## config.mk

```make
export PLATFORM = sky130hd
export DESIGN_NAME = fifo_word_packer
export DESIGN_NICKNAME = d
export VERILOG_FILES = /design/src/rtl/fifo_word_packer.sv
export SDC_FILE = /design/constraint.sdc
export NUM_CORES = 1
export LEC_CHECK = 0
export ABC_AREA = 0
export CAP_MARGIN = 25
export CORE_ASPECT_RATIO = 1.1
export CORE_MARGIN = 10
export CORE_UTILIZATION = 47
export DETAILED_ROUTE_END_ITERATION = 7
export PLACE_DENSITY_LB_ADDON = 0.12
export SYNTH_ARGS = -nofsm -noshare
export SYNTH_HDL_FRONTEND = slang
export SYNTH_SLANG_ARGS = --single-unit
export TNS_END_PERCENT = 20
```

## constraint.sdc

```tcl
create_clock -name clk -period 2.14 [get_ports clk]
set_clock_uncertainty 0.2 [all_clocks]
set_input_delay 0.321 -clock clk [delete_from_list [all_inputs] [get_ports clk]]
set_output_delay 0.321 -clock clk [all_outputs]
set_load 0.01 [all_outputs]
```

## src/rtl/fifo_word_packer.sv

```systemverilog
// Drains bytes from an upstream FIFO and packs them little-endian into words
// presented on a valid/ready handshake; flush emits a zero-padded partial word.
module fifo_word_packer #(
  parameter int unsigned DATA_WIDTH     = 8,
  parameter int unsigned BYTES_PER_WORD = 4,
  parameter int unsigned CNT_WIDTH      = 2
) (
  input  logic                                 clk,
  input  logic                                 rst,
  input  logic                                 stack_empty,
  input  logic [DATA_WIDTH-1:0]                Data_in,
  output logic                                 read_from_stack,
  input  logic                                 flush,
  output logic [DATA_WIDTH*BYTES_PER_WORD-1:0] word_out,
  output logic                                 word_valid,
  input  logic                                 word_ready,
  output logic [CNT_WIDTH:0]                   word_bytes
);

  localparam int unsigned WORD_WIDTH = DATA_WIDTH * BYTES_PER_WORD;
  localparam logic [CNT_WIDTH-1:0] LAST_IDX   = CNT_WIDTH'(BYTES_PER_WORD - 1);
  localparam logic [CNT_WIDTH:0]   FULL_BYTES = (CNT_WIDTH + 1)'(BYTES_PER_WORD);

  typedef enum logic [1:0] {
    IDLE = 2'd0,
    REQ  = 2'd1,
    CAP  = 2'd2,
    OUT  = 2'd3
  } state_t;

  state_t                  state, state_next;
  logic [WORD_WIDTH-1:0]   acc, acc_next;
  logic [CNT_WIDTH-1:0]    byte_idx, idx_next;
  logic [WORD_WIDTH-1:0]   word_out_next;
  logic [CNT_WIDTH:0]      word_bytes_next;
  logic                    word_valid_next;
  logic                    read_next;

  // State and registered outputs
  always_ff @(posedge clk) begin
    if (rst) begin
      state           <= IDLE;
      acc             <= '0;
      byte_idx        <= '0;
      word_out        <= '0;
      word_valid      <= 1'b0;
      word_bytes      <= '0;
      read_from_stack <= 1'b0;
    end else begin
      state           <= state_next;
      acc             <= acc_next;
      byte_idx        <= idx_next;
      word_out        <= word_out_next;
      word_valid      <= word_valid_next;
      word_bytes      <= word_bytes_next;
      read_from_stack <= read_next;
    end
  end

  // Next-state; outputs are registered copies of what the next state presents
  always_comb begin
    state_next      = state;
    acc_next        = acc;
    idx_next        = byte_idx;
    word_out_next   = word_out;
    word_bytes_next = word_bytes;

    unique case (state)
      IDLE: begin
        if (!stack_empty) begin
          state_next = REQ;
        end else if (flush && (byte_idx != '0)) begin
          state_next      = OUT;
          word_out_next   = acc;
          word_bytes_next = {1'b0, byte_idx};
        end
      end
      REQ: state_next = CAP;
      CAP: begin
        for (int unsigned i = 0; i < BYTES_PER_WORD; i++) begin
          if (byte_idx == CNT_WIDTH'(i)) acc_next[i*DATA_WIDTH +: DATA_WIDTH] = Data_in;
        end
        // A full word holds byte_idx at the last lane; only the handshake clears it
        if (byte_idx == LAST_IDX) begin
          state_next      = OUT;
          word_out_next   = acc_next;
          word_bytes_next = FULL_BYTES;
        end else begin
          idx_next   = byte_idx + CNT_WIDTH'(1);
          state_next = stack_empty ? IDLE : REQ;
        end
      end
      OUT: begin
        if (word_ready) begin
          state_next      = IDLE;
          acc_next        = '0;
          idx_next        = '0;
          word_bytes_next = '0;
        end
      end
      default: state_next = IDLE;
    endcase

    read_next       = (state_next == REQ);
    word_valid_next = (state_next == OUT);
  end

endmodule

```

==> results.yml, run 1 <==
route:
  dr_total_vias: 2742
  drc_errors: 0
  drt_iter0_markers: 175
  avgRoutedWirePerCell_um: 17.11
  vias_per_cell: 5.677
  drt_first_pass_iters: 5
  totalWireLength_um: 8264
  ant_nets: 0
floorplan:
  initial_core_util_pct: 48.89
  num_rows: 31
  dieArea_sq_mm: 0.01068
  core_sq_mm: 0.006671
  die_y_um: 107.4
  io_pins: 50
  die_x_um: 99.43
job:
  drv_cap: 0
final_layout:
  drive_gt1_share_pct: 10.72
  nets: 414
  fillers: 582
  num_antenna_cells: 0
  area_growth_pct: 23.25
  layout_commonest_cell: "dfxtp_1"
  final_cell_mix: "dfxtp_1, clkdlybuf4s50_1, nand2_1, mux2i_1, nor2_1"
clock_tree:
  cts_sinks: 73
  cts_buffers: 9
  cts_tree: "done"
  clock_latency_ns: 0.34
  htree_levels: 3
  clockRootBuffer: "clkbuf_8"
  clkTransAtPathRegs_ns: 0.08
  cts_setup_buffers: 0
  cts.path.max_buffers: 2
timing:
  timing.final.ws_setup_ns: 0.1388
  hold_violations: 0
  max_freq_mhz: 499.7
  rsz0062_at_grt: "no"
  slew_headroom_pct: 70.79
  fin_tns_setup_ns: 0
  worst_pin_slew_ns: 0.4368
  finalSetupViolCount: 0
  final-max-slew-violation-count: 0
  period_minus_slack_ns: 2.001
  post-route-period-util_pct: 93.52
global_route:
  track_usage_pct: 15.23
  grt_pass1_wl_um: 13390
  grt_start_max_net_pins: 47
  grt-ovfl-total: 0
  antenna_found_initial: 0
  grt_pass1_vias: 2593
power_and_ir_drop:
  powerDensity_mw_per_mm2: 718.1
  combPwrFrac_pct: 8.4
  p_sw_mw: 0.6737
  peakVddDrop_mv: 0.5068
  leakagePower_nw: 1.299
  swShare_pct: 23.34
  seq_power_share_pct: 48.5
  p_clk_share_pct: 43.1
  intPower_mw: 2.213
run_status:
  status: "finished, final reports clean"
logic_synthesis:
  synthesis.nets: 374
  synth_enable_flop_cells: 0
  yosys_warnings: 0
  synth_cell_types: 33
  postSynth.asyncResetShare_pct: 0
  yosysTopAreaCell: "dfxtp_1"
  syn_area_per_cell_sq_um: 9.163
  synth_area_leaders: "dfxtp_1, mux2i_1, a221oi_1, o21ai_0, a21oi_1"
  ys.flop_type: "dfxtp_1"
  synth.top_cell.area_share_pct: 44.80
  ys_seq_area_share_pct: 44.80
  postSynthCellCount: 356
  synthesis.area_sq_mm: 0.003262
  synth_seq_cells: 73
setup_path:
  required_ns: 2.18
  crit_slowest_cell: "dfxtp_1"
  crit_type: "reg -> reg"
  cp.arrival_ns: 2.05
  path_cells: "inv_1 -> ha_1 -> and4bb_2 -> nand2b_1 -> buf_12 -> a221oi_1"
  worst_setup_path_start_kind: "register"
  cpPeakStageDelay_ns: 0.46
  worstPathMaxFanout: 32
  worstSetupEndpointType: "register"
placed_design:
  place_ws_ns: 0.1380
  dp_hpwl_um: 5374
  gp_congestion: 0.7865
  port_buffers: 49
worst_hold_path:
  hold_class: "in -> reg"
==> kinds of logic (layout without fill, tap and decap cells) <==
logic type / count (synthesis) / in the layout / share of synthesized area [%]
mux: 38 / 38 / 11.66
buf+inv: 42 / 87 / 7.710
flops: 73 / 73 / 44.80
simple gates: 89 / 89 / 12.35
compound gates: 109 / 109 / 21.56
fa+ha+maj: 5 / 5 / 1.918
==> per-stage QoR <==
step | hold WS [ns] | utilization, % | total power, mW | area (sq um) | std cells
2_1_floorplan | 0.2531 | - | 1.570 | 3262 | 356
3_3_place_gp | 0.2479 | 56.81 | 1.672 | 3790 | 467
3_5_place_dp | 0.2530 | 56.81 | 1.675 | 3790 | 467
4_1_cts | 0.1788 | 60.24 | 2.904 | 4019 | 483
5_1_grt | 0.2265 | 60.26 | 2.988 | 4020 | 483
6_report | 0.1942 | 60.26 | 2.887 | 4020 | 483
==> critical path: cells and delay by family, from the launching register on <==
kind                     cells  cell delay, ns
AO/OA/AOI/OAI                1            0.29
adder cells (fa/ha/maj)      1            0.24
AND/OR/NAND/NOR              2            0.43
flip-flops                   1            0.46
buffers and inverters        2            0.28
==> cell usage after synthesis (2+ instances only) <==
cell type,count
a21o_1,2
nor2_1,36
clkbuf_1,12
dfxtp_1,73
a31oi_1,2
o21ai_0,34
a21oi_1,33
ha_1,5
buf_2,9
nor2b_1,2
buf_1,5
inv_1,3
nand3b_1,2
buf_6,7
and3b_1,4
mux2i_1,38
a221oi_1,31
buf_4,5
nand2_1,39
==> what timing repair did <==
item | CTS | global route
hold buffers | 0 | 0
setup endpoints to repair | 0 | 1
hold endpoints to repair | 0 | 0
resized for setup | 0 | 1
==> power groups by stage <==
stage               Clock [mW]  Combinational, mW  Sequential [mW]
floorplan                    0              0.137             1.43
CTS                       1.26              0.244             1.40
global route              1.32              0.262             1.40
finish                    1.24              0.243             1.40
detailed placement           0              0.243             1.43
global placement             0              0.240             1.43
==> routing by layer <==
layer | wire, um | part of all wire, % | track usage, %
met1 | 3714 | 45 | 18.84
met2 | 3868 | 47 | 24.12
met3 | 580 | 7.0 | 4.432
met4 | 100 | 1.2 | 6.352
met5 | 0 | 0 | 0
==> flip-flops by register name, indices dropped and copies added (netlist names) <==
register / cells
word_bytes: 3
byte_idx: 2
acc: 32
word_valid: 1
read_from_stack: 1
state: 2
word_out: 32
==> cell type report <==
cell class | instances | area, sq um | area share [%]
sequential | 73 | 1463 | 36.38
inverter | 3 | 11.26 | 0.2801
clock inverter | 4 | 73.82 | 1.836
multi-input combinational | 241 | 1549 | 38.53
clock buffer | 12 | 155.1 | 3.859
tap | 82 | 102.6 | 2.552
timing repair buffer | 68 | 665.6 | 16.56
==> path summary, 6_finish.rpt <==
| check | startpoint | end | slack, ns | cells after the start |
|---|---|---|---|---|
| min reg2reg | word_bytes[1] | word_bytes[1] | 0.26 | 2 |
| min | rst | acc[12] | 0.19 | 2 |
| max | byte_idx[1] | word_out[27] | 0.14 | 6 |
| max reg2reg | byte_idx[1] | word_out[27] | 0.14 | 6 |
Note: power is estimated with default switching activity, not from simulation.
==> run 2: changes to the inputs <==
--- a/config.mk
+++ b/config.mk
@@ -7,7 +7,6 @@
 export LEC_CHECK = 0
 export ABC_AREA = 0
 export CAP_MARGIN = 25
-export CORE_ASPECT_RATIO = 1.1
 export CORE_MARGIN = 10
 export CORE_UTILIZATION = 47
 export DETAILED_ROUTE_END_ITERATION = 7
==> run 2 against run 1 <==
  * Flip-flop and latch count stayed put
  * Design area hardly changed
  * Total power is 5.7% lower
  * Sequential share of layout area hardly changed
  * Non-clock buffer count is 6 higher
  * Die area hardly changed
  * Final cell count is 0.83% higher
  * Count of clock-buffer cells in the layout is 1 lower
  * Via count is 0.22% higher
  * Utilization is 0.78 points lower
  * Highest routed layer unchanged
==> results.yml, run 2 (synthesized netlist as in run 1, its figures left out) <==
route:
  drt_first_pass_iters: 4
  dr_total_vias: 2748
  vias_per_cell: 5.643
  avgRoutedWirePerCell_um: 16.53
  drc_errors: 0
  ant_nets: 0
  totalWireLength_um: 8049
  drt_iter0_markers: 171
timing:
  finalSetupViolCount: 0
  period_minus_slack_ns: 1.910
  post-route-period-util_pct: 89.25
  holdWs_ns: 0.2324
  max_freq_mhz: 523.6
  fin_tns_setup_ns: 0
  slew_headroom_pct: 65.34
  worst_pin_slew_ns: 0.5199
  hold_violations: 0
  rsz0062_at_grt: "no"
  timing.final.ws_setup_ns: 0.2300
  final-max-slew-violation-count: 0
worst_hold_path:
  worstHoldPathCells: 2
  min_from: "rst"
  hold_class: "in -> reg"
  hold_end: "read_from_stack"
run_status:
  status: "finished, final reports clean"
setup_path:
  r2r_cells: 6
  crit_type: "reg -> reg"
  worst_setup_path_start_kind: "register"
  worstSetupEndpointType: "register"
  path_buf_inv: 2
  r2r_setup_slack_ns: 0.23
  worstPathMaxFanout: 20
  timing.rr.end: "word_out[31]"
  crit_family: "simple AND/OR/NAND/NOR gates"
  path_cells: "inv_1 -> ha_1 -> and4bb_2 -> nand2b_1 -> buf_4 -> a221oi_1"
  cpPeakStageDelay_ns: 0.38
  cp.arrival_ns: 1.95
  required_ns: 2.18
  crit_slowest_cell: "dfxtp_2"
  r2r_start: "byte_idx[1]"
  startpoint: "byte_idx[1]"
job:
  drv_cap: 0
clock_tree:
  cts_setup_buffers: 0
  cts_buffers: 9
  cts.path.max_buffers: 2
  clock_latency_ns: 0.34
  htree_levels: 3
  cts_sinks: 73
  clkTransAtPathRegs_ns: 0.08
  ctsHoldBuffers: 0
  clockRootBuffer: "clkbuf_8"
  cts_tree: "done"
global_route:
  antenna_found_initial: 0
  grt_pass1_wl_um: 13100
  grt-ovfl-total: 0
  grt_pass1_vias: 2611
  grt_start_max_net_pins: 39
  track_usage_pct: 15.54
power_and_ir_drop:
  leakagePower_nw: 1.301
  peakVddDrop_mv: 0.3292
  p_total_mw: 2.722
  powerDensity_mw_per_mm2: 677.2
final_layout:
  num_antenna_cells: 0
  final_util_pct: 59.48
  area_growth_pct: 23.21
  fin_area_sq_mm: 0.004019
  layout_commonest_cell: "dfxtp_1"
  top_regs: "acc: 32 flops, word_out: 32 flops, word_bytes: 3 flops"
  drive_gt1_share_pct: 12.29
  final_cell_mix: "dfxtp_1, clkdlybuf4s50_1, nand2_1, mux2i_1, nor2_1"
  nets: 420
  fin_cells: 487
placed_design:
  place_ws_ns: 0.05312
  port_buffers: 49
  gp_congestion: 0.8527
  dp_cells: 471
  dp_hpwl_um: 5310
  placed_cell_area_sq_mm: 0.003820
floorplan:
  die_y_um: 103.3
  dieArea_sq_mm: 0.01067
  num_rows: 30
  die_x_um: 103.3
  initial_core_util_pct: 48.28
  core_sq_mm: 0.006756
  io_pins: 50
[run 2: cell types whose count changed in the layout (fill, tap and decap cells not counted), sizes merged]
cell,previous run,this run
buf,20,26
bufinv,2,1
clkinv,1,2
inv,4,3
clkinvlp,0,2
clkbuf,12,11
[run 2: worst max-delay path by stage]
stage,to,slack [ns],depth (start not counted)
floorplan,word_out[6],0.30,7
global placement,word_out[2],0.12,5
detailed placement,word_out[5],0.05,5
CTS,word_out[7],0.04,5
global route,word_out[13],0.06,6
finish,word_out[31],0.23,6
[run 2: report_power, final]
group / internal, mW / leakage [nW] / switching [mW] / total (mW)
Clock: 0.567 / 0.0953 / 0.509 / 1.08
Sequential: 1.38 / 0.590 / 0.0178 / 1.40
Combinational: 0.111 / 0.616 / 0.136 / 0.247
[run 2: final cells by class]
type                    count  area, sq um
inverters                   3        11.26
fillers                   636         2738
repair buffers             74        698.2
clock inverters             5        55.05
multi-input cells         241         1550
well taps                  80        100.1
flip-flops and latches     73         1463
clock buffers              11        141.4
[run 2: worst register-to-register path: cells and delay by family, from the launching register on]
kind                       cells  cell delay [ns]
AOI/OAI and AO/OA              1             0.30
adders and majority gates      1             0.22
buffers and inverters          2             0.29
DFF                            1             0.38
and+or+nand+nor                2             0.42
[run 2: repair_timing]
action                                  in CTS  in global routing
gates resized for setup                      0                  2
endpoints found under the hold margin        0                  0
endpoints found under the setup margin       0                 13
[run 2: layer usage]
layer	part of all wire [%]	GRT usage [%]	vias up
met5	0	0	-
met4	1.3	4.920	0
met3	6.8	4.983	11
met2	47	24.91	75
met1	45	19.35	1300
li1	-	-	1362
==> run 3: changes to the inputs <==
--- a/config.mk
+++ b/config.mk
@@ -8,9 +8,9 @@
 export ABC_AREA = 0
 export CAP_MARGIN = 25
 export CORE_MARGIN = 10
-export CORE_UTILIZATION = 47
+export CORE_UTILIZATION = 53
 export DETAILED_ROUTE_END_ITERATION = 7
-export PLACE_DENSITY_LB_ADDON = 0.12
+export PLACE_DENSITY_LB_ADDON = 0.25
 export SYNTH_ARGS = -nofsm -noshare
 export SYNTH_HDL_FRONTEND = slang
 export SYNTH_SLANG_ARGS = --single-unit
==> run 3 against run 2 <==
  * Non-clock buffer count fell by 3
  * Register-to-register slack got worse by 0.02 ns
  * Highest routed layer unchanged
  * Count of clock-buffer cells in the layout is 2 lower
  * Design area is 0.78% lower
  * Critical path depth did not move
  * Fmax fell by 0.97%
  * Flip-flop and latch count is the same
  * Sequential share of layout area rose by 0.25 points
  * Via count rose by 0.18%
  * Die area down 9.2%
==> results.yml, run 3 (synthesized netlist as in run 1, its figures left out) <==
run_status:
  status: "finished, final reports clean"
final_layout:
  area_growth_pct: 22.25
  num_antenna_cells: 0
  fin_area_sq_mm: 0.003988
  layout_commonest_cell: "dfxtp_1"
  drive_gt1_share_pct: 11.63
  top_regs: "acc: 32 flops, word_out: 32 flops, word_bytes: 3 flops"
  final_cell_mix: "dfxtp_1, clkdlybuf4s50_1, nand2_1, mux2i_1, nor2_1"
  final_util_pct: 66.95
  nets: 417
route:
  vias_per_cell: 5.747
  ant_nets: 0
  drt_iter0_markers: 210
  dr_total_vias: 2753
  avgRoutedWirePerCell_um: 16.42
  drt_first_pass_iters: 4
  drc_errors: 0
  totalWireLength_um: 7865
global_route:
  grt_start_max_net_pins: 41
  antenna_found_initial: 0
  grt_pass1_vias: 2628
  grt_pass1_wl_um: 13000
  grt-ovfl-total: 0
  track_usage_pct: 16.20
setup_path:
  path_cells: "buf_4 -> ha_1 -> and3b_1 -> buf_4 -> mux2i_1 -> a221oi_1"
  required_ns: 2.20
  r2r_cells: 6
  crit_slowest_cell: "dfxtp_1"
  crit_type: "reg -> reg"
  r2r_start: "byte_idx[1]"
  timing.rr.end: "word_out[27]"
  worst_setup_path_start_kind: "register"
  cpPeakStageDelay_ns: 0.33
  r2r_setup_slack_ns: 0.21
  crit_top_cell: "buf_4"
  worstPathMaxFanout: 18
  worstSetupEndpointType: "register"
  cp.arrival_ns: 1.99
clock_tree:
  clock_latency_ns: 0.36
  htree_levels: 3
  clkTransAtPathRegs_ns: 0.08
  post_cts_resized: 0
  ctsHoldBuffers: 0
  cts_setup_buffers: 0
  cts_sinks: 73
  clockRootBuffer: "clkbuf_8"
  cts_buffers: 9
  cts.path.max_buffers: 2
  cts_tree: "done"
power_and_ir_drop:
  powerDensity_mw_per_mm2: 650.9
  leakagePower_nw: 1.283
  p_total_mw: 2.595
  peakVddDrop_mv: 0.4079
timing:
  period_minus_slack_ns: 1.929
  final-max-slew-violation-count: 0
  rsz0062_at_grt: "no"
  hold_violations: 0
  slew_headroom_pct: 70.12
  worst_pin_slew_ns: 0.4468
  finalSetupViolCount: 0
  fin_tns_setup_ns: 0
  post-route-period-util_pct: 90.13
  max_freq_mhz: 518.5
floorplan:
  io_pins: 50
  initial_core_util_pct: 54.77
  num_rows: 28
  die_y_um: 98.45
  core_sq_mm: 0.005956
  dieArea_sq_mm: 0.009692
  die_x_um: 98.45
worst_hold_path:
  worstHoldPathCells: 4
  hold_class: "in -> reg"
  min_from: "rst"
  hold_end: "word_bytes[1]"
placed_design:
  placed_cell_area_sq_mm: 0.003816
  gp_congestion: 0.8549
  port_buffers: 49
  dp_hpwl_um: 5264
job:
  drv_cap: 0
## run 3: cell types whose count changed in the layout (fill, tap and decap cells not counted), sizes merged
cell / change
clkinv: +1
clkbuf: -2
clkinvlp: +1
buf: -3
inv: +1
bufinv: -1
## run 3: cell type report
cell class	count	area, sq um
Timing Repair Buffer	71	700.7
Clock buffer	9	123.9
Tap cell	75	93.84
Sequential cell	73	1461
Inverter	3	11.26
Fill cell	507	1968
Multi-Input combinational cell	241	1550
Clock inverter	7	46.29
## run 3: critical path, delay by kind of cell (launching register included)
family / cells / cell delay, ns
simple gates: 1 / 0.26
flops: 1 / 0.33
mux: 1 / 0.11
fa+ha+maj: 1 / 0.20
compound gates: 1 / 0.31
buf+inv: 2 / 0.41
## run 3: through the flow
stage          std cells  setup WS [ns]  hold WS [ns]
3_3_place_gp         463         0.1845        0.2454
6_report             479         0.2112        0.1031
2_1_floorplan        356         0.3029        0.2531
5_1_grt              479       0.002818        0.1174
3_5_place_dp         463         0.1009        0.2550
4_1_cts              479        0.07066       0.09107
## run 3: worst max path at each step
| stage | start | endpoint | slack (ns) | cells after the start |
|---|---|---|---|---|
| 6_report | byte_idx[1] | word_out[27] | 0.21 | 6 |
| 4_1_cts | byte_idx[0] | word_out[1] | 0.07 | 5 |
| 3_3_place_gp | byte_idx[0] | word_out[1] | 0.18 | 5 |
| 5_1_grt | byte_idx[0] | word_out[27] | 0.003 | 6 |
| 3_5_place_dp | byte_idx[0] | word_out[4] | 0.10 | 5 |
| 2_1_floorplan | byte_idx[0] | word_out[6] | 0.30 | 7 |
## run 3: per-layer routing
metal	global-route usage (%)	share of wire, %	vias to the layer above	wire length (um)
li1	-	-	1360	-
met1	19.91	44	1296	3454
met2	24.81	47	84	3686
met3	5.237	7.3	13	575
met4	8.269	1.9	0	149
met5	0	0	-	0
## run 3: power by group
group          switching (mW)  internal [mW]  leakage, nW
clock network           0.537          0.417       0.0814
registers              0.0144           1.38        0.589
logic                   0.136          0.109        0.612
total                   0.688           1.91         1.28
